## src/rtl/pipeline_sequencer_if.sv

```systemverilog
// Handshake bundle between the pipeline sequencer (master) and the
// instruction pointer / fetch / decode units around it (slave).
interface pipeline_sequencer_if #(
  parameter int ADDR_W  = 16,
  parameter int INSTR_W = 16
);
  logic                      run;
  logic                      mem_ack;
  logic        [INSTR_W-1:0] mem_data;
  logic                      dec_done;
  logic        [ADDR_W-1:0]  dec_len;
  logic                      branch_taken;
  logic signed [ADDR_W-1:0]  branch_off;
  logic                      halt_req;

  logic                      do_reset;
  logic                      do_fetch;
  logic                      do_decode;
  logic                      do_next;
  logic        [ADDR_W-1:0]  pc_adj;
  logic        [INSTR_W-1:0] instr_q;
  logic        [2:0]         state;
  logic                      halted;
  logic        [31:0]        retired;
  logic                      fault;

  modport master (
    input  run, mem_ack, mem_data, dec_done, dec_len, branch_taken, branch_off, halt_req,
    output do_reset, do_fetch, do_decode, do_next, pc_adj, instr_q, state, halted,
           retired, fault
  );

  modport slave (
    output run, mem_ack, mem_data, dec_done, dec_len, branch_taken, branch_off, halt_req,
    input  do_reset, do_fetch, do_decode, do_next, pc_adj, instr_q, state, halted,
           retired, fault
  );
endinterface

```

## src/rtl/pipeline_sequencer.sv

```systemverilog
// Central CPU control FSM: RST -> IDLE -> FETCH -> DECODE -> NEXT, with HALT.
// Optional fetch timeout fault enabled by defining SEQ_FETCH_TIMEOUT_EN.
module pipeline_sequencer #(
  parameter int ADDR_W        = 16,
  parameter int INSTR_W       = 16,
  parameter int RESET_CYCLES  = 4,
  parameter int FETCH_TIMEOUT = 64
) (
  input  logic                  clk,
  input  logic                  reset,
  pipeline_sequencer_if.master  bus
);

  typedef enum logic [2:0] {
    ST_RST    = 3'd0,
    ST_IDLE   = 3'd1,
    ST_FETCH  = 3'd2,
    ST_DECODE = 3'd3,
    ST_NEXT   = 3'd4,
    ST_HALT   = 3'd5
  } state_t;

  localparam logic [7:0] RST_LAST = 8'(RESET_CYCLES - 1);

  if (RESET_CYCLES < 1 || RESET_CYCLES > 255 || FETCH_TIMEOUT < 1) begin : g_bad_param
    $error("pipeline_sequencer: RESET_CYCLES or FETCH_TIMEOUT out of range");
  end

  state_t     state_q;
  logic [7:0] rst_cnt_q;

  function automatic logic [31:0] sat_inc(input logic [31:0] v);
    return (v == 32'hFFFF_FFFF) ? v : v + 32'd1;
  endfunction

  // A zero decoded length would pin the PC, so it is promoted to 1.
  function automatic logic [ADDR_W-1:0] adj_sel(input logic                     br,
                                                input logic signed [ADDR_W-1:0] off,
                                                input logic        [ADDR_W-1:0] len);
    if (br)        return $unsigned(off);
    if (len == '0) return ADDR_W'(1);
    return len;
  endfunction

`ifdef SEQ_FETCH_TIMEOUT_EN
  localparam int             TW        = $clog2(FETCH_TIMEOUT + 1);
  localparam logic [TW-1:0]  WAIT_LAST = TW'(FETCH_TIMEOUT - 1);

  logic [TW-1:0] wait_q;
  logic          fault_q;

  // Zero on the first FETCH cycle, counts each FETCH cycle left unacknowledged.
  always_ff @(posedge clk) begin
    if (reset || state_q != ST_FETCH) wait_q <= '0;
    else if (!bus.mem_ack)            wait_q <= wait_q + 1'b1;
  end

  assign bus.fault = fault_q;
`else
  assign bus.fault = 1'b0;
`endif

  assign bus.state = state_q;

  always_ff @(posedge clk) begin
    if (reset) begin
      state_q       <= ST_RST;
      rst_cnt_q     <= '0;
      bus.do_reset  <= 1'b1;
      bus.do_fetch  <= 1'b0;
      bus.do_decode <= 1'b0;
      bus.do_next   <= 1'b0;
      bus.pc_adj    <= '0;
      bus.instr_q   <= '0;
      bus.retired   <= '0;
      bus.halted    <= 1'b0;
`ifdef SEQ_FETCH_TIMEOUT_EN
      fault_q       <= 1'b0;
`endif
    end else begin
      unique case (state_q)
        ST_RST: begin
          if (rst_cnt_q == RST_LAST) begin
            state_q      <= ST_IDLE;
            bus.do_reset <= 1'b0;
          end else begin
            rst_cnt_q    <= rst_cnt_q + 8'd1;
          end
        end
        ST_IDLE: begin
          if (bus.run) begin
            state_q      <= ST_FETCH;
            bus.do_fetch <= 1'b1;
          end
        end
        ST_FETCH: begin
          if (bus.mem_ack) begin
            bus.instr_q   <= bus.mem_data;
            bus.do_fetch  <= 1'b0;
            bus.do_decode <= 1'b1;
            state_q       <= ST_DECODE;
          end
`ifdef SEQ_FETCH_TIMEOUT_EN
          else if (wait_q == WAIT_LAST) begin
            fault_q      <= 1'b1;
            bus.do_fetch <= 1'b0;
            bus.halted   <= 1'b1;
            state_q      <= ST_HALT;
          end
`endif
        end
        ST_DECODE: begin
          if (bus.dec_done) begin
            bus.pc_adj    <= adj_sel(bus.branch_taken, bus.branch_off, bus.dec_len);
            bus.do_decode <= 1'b0;
            if (bus.halt_req) begin
              bus.halted  <= 1'b1;
              state_q     <= ST_HALT;
            end else begin
              bus.do_next <= 1'b1;
              state_q     <= ST_NEXT;
            end
          end
        end
        ST_NEXT: begin
          bus.do_next <= 1'b0;
          bus.retired <= sat_inc(bus.retired);
          if (bus.run) begin
            bus.do_fetch <= 1'b1;
            state_q      <= ST_FETCH;
          end else begin
            state_q      <= ST_IDLE;
          end
        end
        ST_HALT: begin
        end
        default: begin
          state_q      <= ST_RST;
          rst_cnt_q    <= '0;
          bus.do_reset <= 1'b1;
        end
      endcase
    end
  end

endmodule

```

## src/flat_wrapper.sv

```systemverilog
// flat-port wrapper written by rule: the top's interface ports become plain ports
module pipeline_sequencer_flat 
#(
  parameter int ADDR_W        = 16,
  parameter int INSTR_W       = 16,
  parameter int RESET_CYCLES  = 4,
  parameter int FETCH_TIMEOUT = 64
)
  (clk, reset, bus_run, bus_mem_ack, bus_mem_data, bus_dec_done, bus_dec_len, bus_branch_taken, bus_branch_off, bus_halt_req, bus_do_reset, bus_do_fetch, bus_do_decode, bus_do_next, bus_pc_adj, bus_instr_q, bus_state, bus_halted, bus_retired, bus_fault);
  pipeline_sequencer_if #(.ADDR_W(ADDR_W), .INSTR_W(INSTR_W)) bus_i ();
  input  logic clk;
  input  logic reset;
  input wire logic [$bits(bus_i.run)-1:0] bus_run;
  input wire logic [$bits(bus_i.mem_ack)-1:0] bus_mem_ack;
  input wire logic [$bits(bus_i.mem_data)-1:0] bus_mem_data;
  input wire logic [$bits(bus_i.dec_done)-1:0] bus_dec_done;
  input wire logic [$bits(bus_i.dec_len)-1:0] bus_dec_len;
  input wire logic [$bits(bus_i.branch_taken)-1:0] bus_branch_taken;
  input wire logic [$bits(bus_i.branch_off)-1:0] bus_branch_off;
  input wire logic [$bits(bus_i.halt_req)-1:0] bus_halt_req;
  output wire logic [$bits(bus_i.do_reset)-1:0] bus_do_reset;
  output wire logic [$bits(bus_i.do_fetch)-1:0] bus_do_fetch;
  output wire logic [$bits(bus_i.do_decode)-1:0] bus_do_decode;
  output wire logic [$bits(bus_i.do_next)-1:0] bus_do_next;
  output wire logic [$bits(bus_i.pc_adj)-1:0] bus_pc_adj;
  output wire logic [$bits(bus_i.instr_q)-1:0] bus_instr_q;
  output wire logic [$bits(bus_i.state)-1:0] bus_state;
  output wire logic [$bits(bus_i.halted)-1:0] bus_halted;
  output wire logic [$bits(bus_i.retired)-1:0] bus_retired;
  output wire logic [$bits(bus_i.fault)-1:0] bus_fault;
  assign bus_i.run = bus_run;
  assign bus_i.mem_ack = bus_mem_ack;
  assign bus_i.mem_data = bus_mem_data;
  assign bus_i.dec_done = bus_dec_done;
  assign bus_i.dec_len = bus_dec_len;
  assign bus_i.branch_taken = bus_branch_taken;
  assign bus_i.branch_off = bus_branch_off;
  assign bus_i.halt_req = bus_halt_req;
  assign bus_do_reset = bus_i.do_reset;
  assign bus_do_fetch = bus_i.do_fetch;
  assign bus_do_decode = bus_i.do_decode;
  assign bus_do_next = bus_i.do_next;
  assign bus_pc_adj = bus_i.pc_adj;
  assign bus_instr_q = bus_i.instr_q;
  assign bus_state = bus_i.state;
  assign bus_halted = bus_i.halted;
  assign bus_retired = bus_i.retired;
  assign bus_fault = bus_i.fault;
  pipeline_sequencer #(.ADDR_W(ADDR_W), .INSTR_W(INSTR_W), .RESET_CYCLES(RESET_CYCLES), .FETCH_TIMEOUT(FETCH_TIMEOUT)) u_core (.clk(clk), .reset(reset), .bus(bus_i));
endmodule
```

## config.mk

```make
export PLATFORM = sky130hd
export DESIGN_NAME = pipeline_sequencer_flat
export DESIGN_NICKNAME = d
export VERILOG_FILES = /design/src/rtl/pipeline_sequencer_if.sv /design/src/rtl/pipeline_sequencer.sv /design/src/flat_wrapper.sv
export SDC_FILE = /design/constraint.sdc
export NUM_CORES = 1
export LEC_CHECK = 0
export CORE_MARGIN = 10
export CORE_UTILIZATION = 49
export CTS_CLUSTER_SIZE = 24
export DETAILED_ROUTE_END_ITERATION = 8
export PLACE_DENSITY = 0.86
export SLEW_MARGIN = 30
export SYNTH_ARGS = -nofsm -noshare
export SYNTH_HDL_FRONTEND = slang
export SYNTH_SLANG_ARGS = --single-unit
```

## constraint.sdc

```tcl
create_clock -name clk -period 3.7 [get_ports clk]
set_clock_uncertainty 0.05 [all_clocks]
set_input_delay 0.74 -clock clk [delete_from_list [all_inputs] [get_ports clk]]
set_output_delay 0.74 -clock clk [all_outputs]
set_load 0.1 [all_outputs]
```

* Yosys cells after proc, flatten, opt, wreduce, memory -nomap -nowiden
Index checks and enable logic that the tools add are counted.
** Word-level totals
- Register bits :: 80
- Bits of input ports :: 55
- Output and inout port bits :: 73
- Logic and storage cells :: 79
** Cells by class
- Add/sub/neg operators :: 2
- Eq/ne operators :: 14
- Muxes and demuxes :: 33
- Bitwise operators :: 3
- Reduce and logical (&&, ||, !) cells :: 17
** Operator list (number)
- $mux 16 :: 4
- $add 32x1->32 const B :: 1
- $eq 32x32->1 const B :: 1
- $pmux 3 s6 :: 1
- $mux 1 :: 17
- $logic_not 16->1 :: 1
- $pmux 8 s2 :: 1
- $mux 3 :: 4
- $reduce_and 3->1 :: 4
- $ne 2x2->1 const B :: 5
- $reduce_and 2->1 :: 5
- $add 8x1->8 const B :: 1
- $eq 8x2->1 const B :: 1
- $mux 8 :: 1
- $pmux 1 s2 :: 4
- $eq 3x2->1 const B :: 2
- $eq 3x3->1 const B :: 2
- $reduce_bool 2->1 :: 3
- $reduce_and 5->1 :: 1
- $reduce_or 5->1 :: 1
- $ne 2x1->1 const B :: 2
- $eq 3x1->1 const B :: 1
- $logic_not 3->1 :: 1
- $not 1->1 :: 3
- 2 further kinds :: 2

* Depth between registers and ports, before layout
Gate-level depths: netlist of run 1.
- Depth after elaboration :: 10
- Depth in mapped cells :: 7
- Gate-level depth less buffers :: 6

* Worst setup path before layout of run 1
No wires, ideal clock.
- Kind :: register to register
- From :: reg u_core.bus.retired[11] in the netlist's numbering
- To :: reg u_core.bus.retired[31] in the netlist's numbering
- Setup time :: 70 ps
- Data arrival time :: 2749 ps
- Required time :: 3580 ps
- Path slack :: 831 ps
- Stages on the path, launching flop included :: 7
- Path buffers :: 1
- Period minus slack after synthesis :: 2869 ps
- Path through :: dfxtp_1 -> nand4_2 -> or3_1 -> buf_2 -> or3_4 -> or4_1 -> a21oi_1
** Between the ends
- Word-level cells in the longest chain between the ends :: 3
- Elaborated cells between the ends (all ways) :: 4
- Those cells by class :: add/sub: 1; eq/ne: 1; bitwise: 1; reduce/logical: 1
** Ends and longest elaborated chain
- from (decl) :: line pipeline_sequencer_if.sv:30 : retired, fault
- from (signal assigned) :: line pipeline_sequencer.sv:127 : bus.retired <= sat_inc(bus.retired);
- parallel branches: the longest is 3 deep, another holds $add 32x1->32
Parallel ways; which one is timed is not known.
A chain may end at the register's enable or synchronous reset.

* Worst setup path in the final report of run 1
- From :: reg u_core.bus.retired[5] in the netlist's numbering
- To :: out bus_retired[5]
** RTL lines
- to (decl) :: line flat_wrapper.sv:29 : output wire logic [$bits(bus_i.retired)-1:0] bus_retired;
No word-level cell between the ends.

==> results of run 1 <==
==> metrics by stage <==
step / instances / setup WS [ns]
floorplan: 438 / 0.831
global placement: 644 / 1.18
detailed placement: 644 / 1.08
CTS: 660 / 0.833
global route: 660 / 0.779
finish: 660 / 0.862
==> kinds of logic after synthesis <==
family	synth area share (%)
simple gates	25.8
compound gates	18.2
flops	43.7
buf+inv	3.72
mux	4.44
xor+xnor	3.35
fa+ha+maj	0.683
other cells	0.102
==> final timing paths <==
| kind | from | endpoint | cells after the start |
|---|---|---|---|
| min | u_core.bus.instr_q[8] | u_core.bus.instr_q[8] | 2 |
| max | u_core.bus.retired[5] | bus_retired[5] | 1 |
| max reg2reg | u_core.bus.state[2] | u_core.bus.retired[31] | 5 |
| min reg2reg | u_core.bus.instr_q[8] | u_core.bus.instr_q[8] | 2 |
==> sequential cells by signal (all words and copies together) (netlist names), 3 cells and up <==
register and flops:
u_core.bus.state 3, u_core.bus.instr_q 16, u_core.bus.retired 32, u_core.rst_cnt_q 8, u_core.bus.pc_adj 16
==> Yosys cell counts (all sizes together), types with 2 or more instances <==
| cell type | count |
|---|---|
| clkbuf | 16 |
| mux2i | 14 |
| nand4 | 10 |
| and2 | 2 |
| nor3b | 2 |
| mux2 | 2 |
| or3 | 14 |
| or2 | 2 |
| a31oi | 3 |
| and4 | 3 |
| a21boi | 2 |
| xor2 | 8 |
| o2111ai | 2 |
| nor2 | 45 |
| a211oi | 13 |
| o21ai | 20 |
| or4 | 8 |
| inv | 6 |
| and3 | 7 |
| nor4 | 5 |
| a21oi | 49 |
| ha | 2 |
| xnor2 | 6 |
| nor2b | 3 |
| nand2 | 54 |
| o31ai | 7 |
| nor3 | 6 |
| buf | 7 |
| nand3 | 19 |
| dfxtp | 80 |
==> cell type report <==
type	count	share of cell area [%]
clock buffers	12	3.21
inverters	6	0.437
flip-flops and latches	80	31.1
well taps	99	2.41
clock inverters	4	0.535
repair buffers	131	24.9
multi-input cells	328	37.4
==> metal layers <==
metal | up-vias | routed length, um
met2 | 122 | 5890
met5 | - | 0
met3 | 12 | 773
met4 | 0 | 152
met1 | 1752 | 4340
li1 | 1823 | -
==> power groups by stage <==
stage                     logic [uW]  clock network, uW  registers (uW)
after detailed placement         545                  0             977
after CTS                        549                624             957
after global placement           536                  0             971
final                            547                608             958
after global routing             581                658             964
after floorplan                  196                  0            1160
==> results.sh, run 1 <==
export IMPL_die_x_um=106
export IMPL_outcome="finished clean"
export IMPL_die_h_um=106
export IMPL_worst_pin_slew_ns=1.01
export IMPL_cpLargestDelayFamily="buffers and inverters"
export IMPL_ir_worst_vdd_mv=0.243
export IMPL_cts_tree="done"
export IMPL_drtIter0Drc=240
export IMPL_grt_setup_unrepaired="false"
export IMPL_ys_types=58
export IMPL_hold_worst_slack_ns=0.406
export IMPL_end_kind="output port"
export IMPL_h_tree_depth=3
export IMPL_core_area_mm2=0.00725
export IMPL_postCtsResizedCells=0
export IMPL_path_buf_inv=1
export IMPL_gr_usage_all_layers_pct=19.3
export IMPL_regArea_mm2=0.00160
export IMPL_fin_setup_tns_ns=0
export IMPL_multi_input_area_mm2=0.00193
export IMPL_syn_area_mm2=0.00366
export IMPL_fillers=570
export IMPL_postCtsSetupBuffers=0
export IMPL_critical_path_arrival_ns=2.05
export IMPL_async_flop_share_pct=0
export IMPL_cts_buffers=9
export IMPL_avgRoutedWirePerCell_um=16.9
export IMPL_fp_row_count=31
export IMPL_avgSynthCellArea_um2=8.37
export IMPL_areaGrowthSynthToFinish_pct=40.5
export IMPL_place_congestion=0.867
export IMPL_p_per_area_mw_per_mm2=410
export IMPL_period_share_pct=76.7
export IMPL_power_leakage_uw=0.00173
export IMPL_mostFrequentLayoutCells="clkdlybuf4s50_1, dfxtp_1, nand2_1"
export IMPL_ys_top_cells_by_area="dfxtp_1, a21oi_1, nand2_1"
export IMPL_final_core_util_pct=71.0
export IMPL_overflow=0
export IMPL_antennaDiodeCount=0
export IMPL_dieArea_mm2=0.0113
export IMPL_p_int_uw=1380
export IMPL_cp_start_kind="flop"
export IMPL_p_comb_share_pct=25.9
export IMPL_clock_power_share_pct=28.8
export IMPL_synth_largest_area_cell="dfxtp_1"
export IMPL_drtPass1Iterations=5
export IMPL_drv_slew=0
export IMPL_busiest_layer="met2"
export IMPL_cp_required_ns=2.91
export IMPL_start_util_pct=50.5
export IMPL_ant_nets=0
export IMPL_insertion_delay_ns=0.35
export IMPL_maxCapViolations=0
export IMPL_r2r_setup_slack_ns=1.02
export IMPL_yosys_warnings=0
export IMPL_placed_area_mm2=0.00496
export IMPL_vias=3709
export IMPL_synth_seq_area_share_pct=43.7
export IMPL_grt_util_met1_pct=20.6
export IMPL_clk_pin_slew_ns=0.08
export IMPL_grt_pass1_vias=3600
export IMPL_slowest_stage="clkdlybuf4s50_1"
export IMPL_synthesis_nets=495
export IMPL_worstSetupPathType="reg2out"
export IMPL_timing_fmax_mhz=352
export IMPL_hold_viol_final=0
export IMPL_period_needed_ns=2.84
export IMPL_slew_headroom_pct=32.4
export IMPL_cts_sinks=80
export IMPL_wl_um=11200
export IMPL_cts_root_buffer="clkbuf_8"
export IMPL_post_route_drc_count=0
export IMPL_switching_share_pct=34.8
export IMPL_hold_class="reg2reg"
export IMPL_ys_ff_latch=80
export IMPL_clockBufferDepth=2
export IMPL_grt_pass1_wl_um=18000
export IMPL_ios=128
export IMPL_mostFrequentLayoutCell="clkdlybuf4s50_1"
export IMPL_synth_top_area_share_pct=43.7
export IMPL_synthFlopType="dfxtp_1"
export IMPL_net_switching_power_uw=735
export IMPL_max_stage_delay_ns=1.21
export IMPL_drive_gt1_share_pct=6.42
export IMPL_setup_viol=0
export IMPL_netlist_instances=438
export IMPL_grt_use_met3_pct=7.13
export IMPL_antenna_found_initial=0
export IMPL_grtUsageMet2_pct=34.8
export IMPL_grt_max_degree=42
export IMPL_design_area_mm2=0.00515
export IMPL_avgViaCountPerCell=5.62
export IMPL_hpwl_um=8330
export IMPL_critPathMaxFanout=8
export IMPL_path_cells="clkdlybuf4s50_1"
export IMPL_nNetsFinal=613
export IMPL_total_power_uw=2110
export IMPL_portBuffers=126
export IMPL_pwr_share_seq_pct=45.3
export IMPL_cts_hold_buf=0
export IMPL_synth_edff_count=0
Note: power is estimated with default switching activity, not from simulation.
==> inputs of run 2 (changes only) <==
CORE_UTILIZATION = 41   (was 49)
PLACE_DENSITY = 0.77   (was 0.86)
clock period = 2.3 ns   (was 3.7 ns; I/O delays follow)
==> run 2 against run 1 <==
Net effect: worst setup slack got worse by 0.76 ns; final area up 2.2%; highest routed layer unchanged; largest cell class unchanged; clock-buffer cell count shrank 2; global-route usage shrank 3.1 points; combinational power up 69%; non-clock buffer count is 18 higher; critical path depth is 5 higher; critical endpoint is now u_core.bus.retired[18]; sequential power grew 56%.
==> results.sh, run 2 (synthesis results as in run 1) <==
export IMPL_outcome="finished clean"
export IMPL_avgViaCountPerCell=5.40
export IMPL_drtPass1Iterations=4
export IMPL_worstSetupPathType="reg2reg"
export IMPL_final_cells=687
export IMPL_hpwl_um=8400
export IMPL_gr_usage_all_layers_pct=16.1
export IMPL_ant_nets=0
export IMPL_clockBufferDepth=2
export IMPL_setup_viol=0
export IMPL_net_switching_power_uw=1180
export IMPL_clk_pin_slew_ns=0.08
export IMPL_largest_reg_flops=32
export IMPL_fp_row_count=34
export IMPL_drive_gt1_share_pct=27.3
export IMPL_end_kind="flop"
export IMPL_maxCapViolations=0
export IMPL_insertion_delay_ns=0.34
export IMPL_period_share_pct=95.4
export IMPL_cts_root_buffer="clkbuf_8"
export IMPL_clock_power_share_pct=32.1
export IMPL_wl_um=10900
export IMPL_period_needed_ns=2.20
export IMPL_fillers=744
export IMPL_cp_start_kind="flop"
export IMPL_areaGrowthSynthToFinish_pct=43.5
export IMPL_p_per_area_mw_per_mm2=675
export IMPL_p_comb_share_pct=26.0
export IMPL_grt_pass1_wl_um=17800
export IMPL_h_tree_depth=3
export IMPL_overflow=0
export IMPL_mostFrequentLayoutCell="buf_4"
export IMPL_critical_path_arrival_ns=2.40
export IMPL_reg_top3="u_core.bus.retired (32), u_core.bus.instr_q (16), u_core.bus.pc_adj (16)"
export IMPL_p_int_uw=2370
export IMPL_pwr_share_seq_pct=41.9
export IMPL_antennaDiodeCount=0
export IMPL_ios=128
export IMPL_dp_cells=665
export IMPL_worst_pin_slew_ns=0.604
export IMPL_antenna_found_initial=0
export IMPL_final_core_util_pct=60.3
export IMPL_grt_pass1_vias=3583
export IMPL_drv_slew=0
export IMPL_mostFrequentLayoutCells="buf_4, nand2_1, clkdlybuf4s50_1"
export IMPL_start_util_pct=42.0
export IMPL_cts_hold_buf=0
export IMPL_ir_worst_vdd_mv=0.299
export IMPL_timing_fmax_mhz=456
export IMPL_core_area_mm2=0.00872
export IMPL_total_power_uw=3550
export IMPL_slew_headroom_pct=59.4
export IMPL_post_route_drc_count=0
export IMPL_die_x_um=115
export IMPL_vias=3711
export IMPL_hold_viol_final=0
export IMPL_fin_ws_ns=0.105
export IMPL_grt_max_degree=29
export IMPL_portBuffers=126
export IMPL_hold_class="reg2reg"
export IMPL_power_leakage_uw=0.00200
export IMPL_cp_required_ns=2.51
export IMPL_die_h_um=115
export IMPL_dieArea_mm2=0.0131
export IMPL_cts_tree="done"
export IMPL_cts_sinks=80
export IMPL_avgRoutedWirePerCell_um=15.9
export IMPL_switching_share_pct=33.2
export IMPL_nNetsFinal=631
export IMPL_critPathMaxFanout=8
export IMPL_cts_buffers=9
export IMPL_pre_cts_slack_ns=0.139
export IMPL_drtIter0Drc=257
export IMPL_place_congestion=0.838
export IMPL_regMostFlops="u_core.bus.retired"
-- run 2: cell types whose count changed in the layout (fill, tap and decap cells not counted), moves of 2 or more --
| cell | before | now |
|---|---|---|
| buf_4 | 10 | 94 |
| bufinv_16 | 0 | 2 |
| clkbuf_8 | 12 | 10 |
| clkdlybuf4s50_1 | 120 | 53 |
| clkinv_2 | 1 | 3 |
| clkinvlp_4 | 3 | 0 |
| dfxtp_1 | 80 | 45 |
| dfxtp_2 | 0 | 22 |
| dfxtp_4 | 0 | 13 |
-- run 2: stage by stage --
| step | TNS [ns] | cell area, um2 | hold WS, ns |
|---|---|---|---|
| finish | 0 | 5260 | 0.408 |
| global route | -0.00305 | 5260 | 0.427 |
| CTS | 0 | 5200 | 0.409 |
| detailed placement | 0 | 4980 | 0.395 |
| global placement | 0 | 4980 | 0.393 |
| floorplan | 0 | 3740 | 0.399 |
-- run 2: cell type report --
cell class,count,area [um2],area share [%]
Clock buffer,10,138,2.62
Clock inverter,6,81.3,1.55
Inverter,6,22.5,0.428
Multi-Input combinational cell,328,1940,37.0
Sequential cell,80,1680,31.9
Tap cell,108,135,2.57
Timing Repair Buffer,149,1260,24.0
-- run 2: layer usage --
metal | track usage [%] | vias up | wire length, um | share of wire [%]
li1 | - | 1867 | - | -
met3 | 3.51 | 12 | 655 | 6.0
met2 | 27.6 | 102 | 5510 | 51
met5 | 0 | - | 0 | 0
met1 | 19.4 | 1730 | 4580 | 42
met4 | 5.51 | 0 | 162 | 1.5
-- run 2: timing repair --
action / in CTS / in global routing
endpoints found under the setup margin: 0 / 2
gates resized for setup: 0 / 3
buffers inserted: 0 / 6
-- run 2: worst paths after layout --
kind | from | slack, ns | to | cells after the start
setup / recovery | u_core.bus.state[0] | 0.10 | u_core.bus.retired[18] | 6
hold / removal | u_core.bus.instr_q[12] | 0.41 | u_core.bus.instr_q[12] | 2
setup reg to reg | u_core.bus.state[0] | 0.10 | u_core.bus.retired[18] | 6
hold reg to reg | u_core.bus.instr_q[12] | 0.41 | u_core.bus.instr_q[12] | 2
-- run 2: critical path: stages, from the launching register on --
cell and delay [ns]:
dfxtp_2 0.34, nor3b_4 0.36, nand4_1 0.22, a2111o_1 0.51, buf_4 0.17, or3_1 0.31
a21oi_1 0.17
-- run 2: power groups by stage --
stage,logic (uW),clock network (uW),registers [uW]
finish,922,1140,1490
floorplan,315,0,1860
detailed placement,926,0,1520
CTS,928,1170,1490
global placement,912,0,1520
global route,994,1240,1500
